`src/rtl/pdm_cap_pkg.sv`:
```
// Shared types and helpers for the PDM capture path: FSM state encoding,
// default parameter values and width helpers.
package pdm_cap_pkg;

   typedef enum logic [1:0] {
      ST_IDLE,
      ST_WARMUP,
      ST_RUN
   } state_e;

   localparam int unsigned DEF_HALF_PERIOD = 13;
   localparam int unsigned DEF_DECIM       = 64;
   localparam int unsigned DEF_WARMUP      = 4;
   localparam int unsigned DEF_FIFO_DEPTH  = 4;

   // Ones count spans 0..decim inclusive, hence one bit more than log2(decim).
   function automatic int unsigned pcm_width(input int unsigned decim);
      return $clog2(decim) + 1;
   endfunction

   function automatic int unsigned cnt_width(input int unsigned n);
      return (n < 2) ? 1 : $clog2(n);
   endfunction

endpackage

```
`src/rtl/pdm_cap_fifo.sv`:
```
// Small synchronous FIFO with a registered head/valid output; a push into a
// full FIFO succeeds only when a pop happens in the same cycle.
module pdm_cap_fifo
   import pdm_cap_pkg::*;
#(
   parameter int unsigned DEPTH = 4,
   parameter int unsigned W     = 8
) (
   input  logic         clk,
   input  logic         reset,
   input  logic         push_i,
   input  logic [W-1:0] push_data_i,
   output logic         full_o,
   input  logic         pop_i,
   output logic [W-1:0] head_o,
   output logic         valid_o
);
   localparam int unsigned AW = cnt_width(DEPTH);
   localparam int unsigned CW = $clog2(DEPTH + 1);

   logic [W-1:0]  mem_q [DEPTH];
   logic [AW-1:0] rd_q, rd_d, wr_q, wr_d;
   logic [CW-1:0] cnt_q, cnt_d;
   logic [W-1:0]  head_q, head_d;
   logic          valid_q;
   logic          do_pop, wr_en;

   assign full_o  = (cnt_q == CW'(DEPTH));
   assign do_pop  = pop_i && valid_q;
   assign wr_en   = push_i && (!full_o || do_pop);
   assign head_o  = head_q;
   assign valid_o = valid_q;

   always_comb begin
      // NOTE: every variable gets a default before any branch so no latch is inferred.
      rd_d   = do_pop ? rd_q + 1'b1 : rd_q;
      wr_d   = wr_en ? wr_q + 1'b1 : wr_q;
      cnt_d  = cnt_q;
      head_d = head_q;
      if (wr_en && !do_pop) begin
         cnt_d = cnt_q + 1'b1;
      end else if (!wr_en && do_pop) begin
         cnt_d = cnt_q - 1'b1;
      end
      // Bypass when the incoming word becomes the new head in the same cycle.
      if (wr_en && (wr_q == rd_d)) begin
         head_d = push_data_i;
      end else if (do_pop && (cnt_d != '0)) begin
         head_d = mem_q[rd_d];
      end
   end

   always_ff @(posedge clk) begin
      // NOTE: non-blocking assignments so all registers sample their inputs at the same edge.
      if (reset) begin
         rd_q    <= '0;
         wr_q    <= '0;
         cnt_q   <= '0;
         head_q  <= '0;
         valid_q <= 1'b0;
      end else begin
         rd_q    <= rd_d;
         wr_q    <= wr_d;
         cnt_q   <= cnt_d;
         head_q  <= head_d;
         valid_q <= (cnt_d != '0);
      end
   end

   // NOTE: storage is not reset; emptiness is defined by the pointers and count alone.
   always_ff @(posedge clk) begin
      if (wr_en) begin
         mem_q[wr_q] <= push_data_i;
      end
   end

endmodule

```
`src/rtl/pdm_capture_ctrl.sv`:
```
// PDM microphone capture sequencer: gated mic clock, boxcar decimation, warm-up
// discard and output FIFO. Define PDM_CAP_SIGNED_OUT_EN for zero-centred samples.
module pdm_capture_ctrl
   import pdm_cap_pkg::*;
#(
   parameter int unsigned HALF_PERIOD = DEF_HALF_PERIOD,
   parameter int unsigned DECIM       = DEF_DECIM,
   parameter int unsigned WARMUP      = DEF_WARMUP,
   parameter int unsigned FIFO_DEPTH  = DEF_FIFO_DEPTH,
   parameter int unsigned PCM_W       = pcm_width(DECIM)
) (
   input  logic             clk,
   input  logic             reset,
   input  logic             start,
   input  logic             stop,
   output logic             busy,
   output logic             mic_clk,
   output logic             mic_lrsel,
   input  logic             mic_data,
   output logic [PCM_W-1:0] pcm_data,
   output logic             pcm_valid,
   input  logic             pcm_ready,
   output logic             overflow
);
   localparam int unsigned DIV_W = cnt_width(HALF_PERIOD);
   localparam int unsigned BIT_W = cnt_width(DECIM);
   localparam int unsigned DSC_W = cnt_width(WARMUP);

   state_e           state_q, state_d;
   logic [DIV_W-1:0] div_q;
   logic             mic_clk_q, strobe_q;
   logic [1:0]       sync_q;
   logic [BIT_W-1:0] bit_cnt_q;
   logic [PCM_W-1:0] acc_q, sample, push_data;
   logic [DSC_W-1:0] discard_q, discard_d;
   logic             stop_pend_q, stop_pend_d, overflow_q;
   logic             fall, frame_done, push, accept, fifo_full;

   // Strobe is registered so it lands in the cycle mic_clk has just gone low.
   assign fall       = (state_q != ST_IDLE) && mic_clk_q && (div_q == '0);
   assign frame_done = strobe_q && (bit_cnt_q == BIT_W'(DECIM - 1));
   assign sample     = acc_q + PCM_W'(sync_q[1]);
   assign busy       = (state_q != ST_IDLE);
   assign mic_clk    = mic_clk_q;
   assign mic_lrsel  = 1'b0;
   assign overflow   = overflow_q;

`ifdef PDM_CAP_SIGNED_OUT_EN
   assign push_data = sample - PCM_W'(DECIM / 2);
`else
   assign push_data = sample;
`endif

   always_comb begin
      state_d     = state_q;
      discard_d   = discard_q;
      stop_pend_d = stop_pend_q;
      push        = 1'b0;
      accept      = 1'b0;
      unique case (state_q)
         ST_IDLE: begin
            if (start) begin
               accept      = 1'b1;
               state_d     = (WARMUP == 0) ? ST_RUN : ST_WARMUP;
               discard_d   = '0;
               stop_pend_d = 1'b0;
            end
         end
         ST_WARMUP: begin
            if (stop) stop_pend_d = 1'b1;
            if (frame_done) begin
               if (stop_pend_q || stop) begin
                  state_d     = ST_IDLE;
                  stop_pend_d = 1'b0;
               end else if (int'(discard_q) == int'(WARMUP) - 1) begin
                  state_d = ST_RUN;
               end else begin
                  discard_d = discard_q + 1'b1;
               end
            end
         end
         ST_RUN: begin
            if (stop) stop_pend_d = 1'b1;
            if (frame_done) begin
               push = 1'b1;
               if (stop_pend_q || stop) begin
                  state_d     = ST_IDLE;
                  stop_pend_d = 1'b0;
               end
            end
         end
         default: state_d = ST_IDLE;
      endcase
   end

   always_ff @(posedge clk) begin
      if (reset) begin
         state_q     <= ST_IDLE;
         discard_q   <= '0;
         stop_pend_q <= 1'b0;
         overflow_q  <= 1'b0;
      end else begin
         state_q     <= state_d;
         discard_q   <= discard_d;
         stop_pend_q <= stop_pend_d;
         if (accept) begin
            overflow_q <= 1'b0;
         end else if (push && fifo_full && !pcm_ready) begin
            overflow_q <= 1'b1;
         end
      end
   end

   always_ff @(posedge clk) begin
      if (reset) begin
         div_q     <= '0;
         mic_clk_q <= 1'b0;
         strobe_q  <= 1'b0;
         sync_q    <= '0;
         bit_cnt_q <= '0;
         acc_q     <= '0;
      end else begin
         sync_q   <= {sync_q[0], mic_data};
         strobe_q <= fall;
         if (accept) begin
            div_q     <= DIV_W'(HALF_PERIOD - 1);
            mic_clk_q <= 1'b0;
            bit_cnt_q <= '0;
            acc_q     <= '0;
         end else if (state_q != ST_IDLE) begin
            if (div_q == '0) begin
               div_q     <= DIV_W'(HALF_PERIOD - 1);
               mic_clk_q <= ~mic_clk_q;
            end else begin
               div_q <= div_q - 1'b1;
            end
            if (strobe_q) begin
               if (frame_done) begin
                  bit_cnt_q <= '0;
                  acc_q     <= '0;
               end else begin
                  bit_cnt_q <= bit_cnt_q + 1'b1;
                  acc_q     <= sample;
               end
            end
         end
      end
   end

   pdm_cap_fifo #(
      .DEPTH (FIFO_DEPTH),
      .W     (PCM_W)
   ) u_fifo (
      .clk         (clk),
      .reset       (reset),
      .push_i      (push),
      .push_data_i (push_data),
      .full_o      (fifo_full),
      .pop_i       (pcm_ready),
      .head_o      (pcm_data),
      .valid_o     (pcm_valid)
   );

endmodule

```
`config.mk`:
```
export PLATFORM = sky130hd
export DESIGN_NAME = pdm_capture_ctrl
export DESIGN_NICKNAME = d
export VERILOG_FILES = /design/src/rtl/pdm_cap_pkg.sv /design/src/rtl/pdm_cap_fifo.sv /design/src/rtl/pdm_capture_ctrl.sv
export SDC_FILE = /design/constraint.sdc
export NUM_CORES = 1
export LEC_CHECK = 0
export CORE_AREA = 2 2 89 91
export DETAILED_ROUTE_END_ITERATION = 6
export DIE_AREA = 0 0 91 93
export GPL_TIMING_DRIVEN = 0
export PLACE_DENSITY = 0.78
export SLEW_MARGIN = 0
export SYNTH_ARGS = -nofsm -noshare
export SYNTH_HDL_FRONTEND = slang
export SYNTH_SLANG_ARGS = --single-unit
export TNS_END_PERCENT = 100
```
`constraint.sdc`:
```
create_clock -name clk -period 2.2 [get_ports clk]
set_input_delay 0.44 -clock clk [delete_from_list [all_inputs] [get_ports clk]]
set_output_delay 0.44 -clock clk [all_outputs]
set_load 0.01 [all_outputs]
```
# == Word-level counts from Yosys, hierarchy flattened ==
# Memories as Yosys holds them, arrays and structs flattened. A register that Yosys moved wholly into a read port is not among the register bits.
# Cells that the tools add are included.
# W data, S select, Z words.
# word_totals
register_bits,35
latch_bits,0
ramBits,28
mem_bits_ro,0
out_inout_bits,12
n_memories,1
# mem_list
memory,depth,width,read_ports,rd_clocked_by_memory_dff,wr,line_no,text
u_fifo.mem_q,4,7,1,1,1,pdm_cap_fifo.sv:21,logic [W-1:0] mem_q [DEPTH];
# classes
addsub,8
multipliers,0
div,0
order_cmp,0
n_eq_ne,13
shift,0
muxes,31
bitwise,1
reduce_logical,32
# ops
cell,n
$mux W2,11
$mux W4,3
$ne A2 B2 Y1 const B,6
$logic_and A1 B1 Y1,11
$mux W1,10
$reduce_and A5 Y1,2
$reduce_bool A2 Y1,5
$add A7 B1 Y7,1
$mux W7,1
$add A2 B1 Y2 const B,3
$add A6 B1 Y6 const B,1
$eq A6 B6 Y1 const B,1
$mux W3,2
$mux W6,1
$pmux W2 S3,1
$reduce_and A2 Y1,3
$eq A2 B1 Y1 const B,2
$logic_not A1 Y1,4
$logic_not A4 Y1,1
$pmux W2 S2,1
$reduce_or A2 Y1,2
$sub A4 B1 Y4 const B,1
$add A3 B1 Y3 const B,1
$eq A3 B3 Y1 const B,1
other kinds (9),10

# == Longest topological paths before layout ==
# logic_depth
depth_word,12
ltp_mapped,10

# == Hierarchy ==
# Synthesis repeated with hierarchy kept, for this count alone.
# unflattened
hier_cells,360
area_unflattened_um2,3707.3
# modules_own_cells
module,n_inst,cells_each,area_per_inst_um2,seq_area_each_um2
pdm_cap_fifo,1,203,2278.4,1141.1
pdm_capture_ctrl,1,157,1428.9,540.5

# == Least setup slack after synthesis ==
# Ideal clock, no wire load.
# synth_path
path_type,flip-flop to flip-flop
startpoint,reg state_q[0]
endpoint,"reg u_fifo.head_q[2] (netlist: u_fifo.head_o[2]), read port of u_fifo.mem_q"
setup_ps,79
t_arrival_ps,2066
required_time_ps,2121
setup_slack_ps,55
path_stages_with_launch,10
synth_period_minus_slack_ps,2145
cell_sequence,dfxtp_1 > inv_1 > ha_1 > and3_2 > and4_1 > or3_1 > a21o_1 > buf_6 > or3_1 > o211ai_1
# synth_via
elab_chain_len,10
# synth_rtl
element,line_no,text
"start, declared",pdm_capture_ctrl.sv:29,"state_e state_q, state_d;"
"start signal, assigned",pdm_capture_ctrl.sv:103,state_q <= state_d;
$eq A2 B2 Y1 (*),pdm_capture_ctrl.sv:60,unique case (state_q)
$mux W1 (*),pdm_capture_ctrl.sv:60,
$logic_and A1 B1 Y1 (*),pdm_cap_fifo.sv:30,assign wr_en = push_i && (!full_o || do_pop);
$logic_not A1 Y1,pdm_cap_fifo.sv:42,end else if (!wr_en && do_pop) begin
$logic_and A1 B1 Y1,pdm_cap_fifo.sv:42,
$mux W3,pdm_cap_fifo.sv:42,
$mux W3,pdm_cap_fifo.sv:40,if (wr_en && !do_pop) begin
$reduce_bool A3 Y1,pdm_cap_fifo.sv:48,end else if (do_pop && (cnt_d != '0)) begin
$logic_and A1 B1 Y1,pdm_cap_fifo.sv:48,
$reduce_bool A2 Y1 (no source line) (*),n/a,
"end, declared",pdm_cap_fifo.sv:24,"logic [W-1:0] head_q, head_d;"
# Every way passes the cells marked *; elsewhere a longest branch is shown, timed or not.
# A chain may end at the register's enable or synchronous reset.

# == Worst setup path in the final report ==
# layout_path
startpoint,reg state_q[0]
endpoint,"reg u_fifo.head_q[4] (netlist: u_fifo.head_o[4]), read port of u_fifo.mem_q"
# The elaborated chain is that of the path after synthesis.

==> out/qor.yml <==
timing:
  final_hold_violations: 0
  finalMaxSlewViolations: 0
  worst_case_clock_skew_ps: 16.3
  rsz0062_at_grt: "yes"
  max-slew-margin-rel_pct: 59.4
  final_min_period_over_clock_period_pct: 97.7
  max_slew.worst_pin.slew_ps: 605
  min_period_ps: 2150
  setup-tns-final_ps: 0
  final-setup-viol-count: 0
  clock.fmax_mhz: 465
place:
  place_hpwl_mm: 5.43
  numPortBuffers: 15
  post_dp_cell_area_sq_um: 3970
  gp_congestion: 0.846
clock_network:
  cts.htree.levels: 3
  cts_tree: "done"
  worst_setup_hold_path_clk_slew_ps: 80
  clk_latency_ps: 340
  cts_num_sinks: 70
  ctsLongestPathBuffers: 2
  clk_root_buffer_cell: "clkbuf_8"
  numCtsBuffers: 9
global_routing:
  grt_pass1_wl_mm: 12.6
  grt_antenna_before_repair: 0
  grt_use_total_pct: 18.6
  first_global_vias: 2699
  global_route_overflow: 0
  grt_max_degree: 13
critical_path:
  critical_path_arrival_ps: 2410
  reg2reg_slack_ps: 50
  path_cells: "inv_4, ha_4, and3_4, and4_1, or3_1, a21o_1, buf_6, or3_4, o211ai_1"
  timing.reg2reg.worst_path_depth: 9
  critical_path.endpoint_type: "flip-flop"
  worst-setup-path-type: "flip-flop to flip-flop"
  crit_fanout: 5
  critPathMaxStageDelay_ps: 360
  cp.required_ps: 2460
  crit_buf_inv: 2
  path_depth: 9
  timing.rr.start: "state_q[0]"
  setup.worst_path.start: "state_q[0]"
  critPathTopFamily: "simple AND/OR/NAND/NOR gates"
  worstSetupStartpointType: "flip-flop"
  critical-path-slowest-cell: "or3_1"
hold_path:
  worst_hold_startpoint: "sync_q[0]"
  worst_hold_path_type: "flip-flop to flip-flop"
  timing.hold.worst_path_depth: 1
yosys:
  syn_inst: 345
  post_synth_edffs: 28
  synth_cell_types: 53
  syn-cell-area_sq_um: 3690
  post_synthesis_sequential_area_ratio_pct: 45.6
  synth_top_cell_by_area: "dfxtp_1"
  avgSynthCellArea_sq_um: 10.7
  synth_async_sr_flop_share_pct: 0
  yosys.area.top_type_share_pct: 22.8
  synth_seq_cells: 70
  synth.net_count: 365
  ys.warnings.count: 0
  yosys_most_used_dff: "dfxtp_1"
  netlist_top_cells_area: "dfxtp_1 (23%), edfxtp_1 (23%), mux4_2 (8.5%)"
cells_and_area:
  mostFrequentLayoutCells: "dfxtp_1 (37), nor2_1 (34), edfxtp_1 (28)"
  insertedDiodeCount: 0
  area_growth_pct: 16.4
  leading_cell_type_in_the_layout_fill_and_taps_excluded: "dfxtp_1"
  post_route_cells_drive_above_1_share_pct: 19.8
  nets: 394
  fin_area_sq_um: 4300
power_and_ir_drop:
  leakage_nw: 1.52
  vdd_ir_drop_max_uv: 734
  powerDensity_nw_per_um2: 948
detailed_routing:
  detail_route.wl_per_cell_microns: 15.7
  first_iter_violations: 161
  ant_nets: 0
  vias_per_cell: 5.64
  vias_after_detailed_routing: 2713
  drt-pass1-iter-count: 4
  post-route-drc-count: 0
  drt-total-wl_mm: 7.53
floorplanning:
  fp.dieW_microns: 91
  die-height_microns: 93
  dieArea_sq_um: 8460
  num_io_pins: 18
  initial_utilization_pct: 49.0
  placement_rows: 32
  core_region_area_sq_um: 7530
run_status:
  outcome: "finished clean"
flow_run:
  number_of_max_cap_violations: 0
## metrics by stage
| step | hold slack, ps | std cells | util [%] | power [W] | setup slack [ps] |
|---|---|---|---|---|---|
| 6_report | 464 | 481 | 57.1 | 0.00407 | 49.9 |
| 5_1_grt | 491 | 481 | 57.1 | 0.00432 | -14.0 |
| 4_1_cts | 465 | 478 | 55.9 | 0.00399 | 8.71 |
| 3_5_place_dp | 451 | 462 | 52.7 | 0.00287 | -131 |
| 3_3_place_gp | 420 | 462 | 52.7 | 0.00282 | -96.4 |
| 2_1_floorplan | 414 | 345 | - | 0.00252 | 55.3 |
## synth_stat cells (7+ instances only)
master,instances
o21ai_0,14
mux2i_1,16
o211ai_1,8
mux4_2,14
and2_1,7
nor3_1,10
dfxtp_1,42
a21oi_1,19
edfxtp_1,28
ha_1,14
nand2_1,21
nor2_1,34
nand3_1,12
nor2b_1,8
xnor2_1,8
inv_1,7
## flip-flops by register name (all words and copies together), names as in the netlist
register,count
acc_q,7
sync_q,2
stop_pend_q,1
u_fifo.head_o,7
overflow,1
mic_clk,1
discard_q,2
state_q,2
u_fifo.cnt_q,3
strobe_q,1
div_q,4
u_fifo.wr_q,2
u_fifo.valid_o,1
u_fifo.rd_q,2
u_fifo.mem_q,28
bit_cnt_q,6
## report_power, final
group	leakage (nW)	internal (W)	total [W]	switching, W
registers	0.603	0.00148	0.00160	0.000121
clock network	0.102	0.000626	0.00110	0.000478
logic	0.818	0.000669	0.00137	0.000698
## what timing repair did
action,in CTS,in global routing
gates resized for setup,9,18
pin swaps,0,5
hold buffers,0,0
setup buffers,1,2
endpoints found under the setup margin,9,36
cloned,0,1
## cell families after synthesis
logic type                 synth area share, %
AOI/OAI and AO/OA                         10.9
xor gates and xnor gates                  3.08
adders and majority gates                 4.75
buffers and inverters                     4.24
DFF                                       45.6
muxes                                     12.9
other                                    0.102
and+or+nand+nor                           18.5
## metal layers
metal	track usage [%]	up-vias	wire (microns)
met3	3.46	13	320
li1	-	1330	-
met2	30.7	70	3670
met1	24.8	1300	3400
met5	0	-	0
met4	6.06	0	140
## worst reg2reg max path, cell delays in order (launching register included)
cell and delay, ps:
dfxtp_2 350, inv_4 50, ha_4 160, and3_4 190, and4_1 150, or3_1 360
a21o_1 220, buf_6 150, or3_4 350, o211ai_1 90
## path summary, 6_finish.rpt
kind                      end
max          u_fifo.head_o[4]
min                 sync_q[1]
min reg2reg         sync_q[1]
max reg2reg  u_fifo.head_o[4]
## final cells by class
class,count,area [sq um]
timing repair buffer,19,180
inverter,7,28.8
clock inverter,2,37.5
tap,102,128
clock buffer,14,174
multi-input combinational,249,1930
sequential,70,1690
fill,650,3230
buffer,18,129
(Power assumes the default switching activity.)
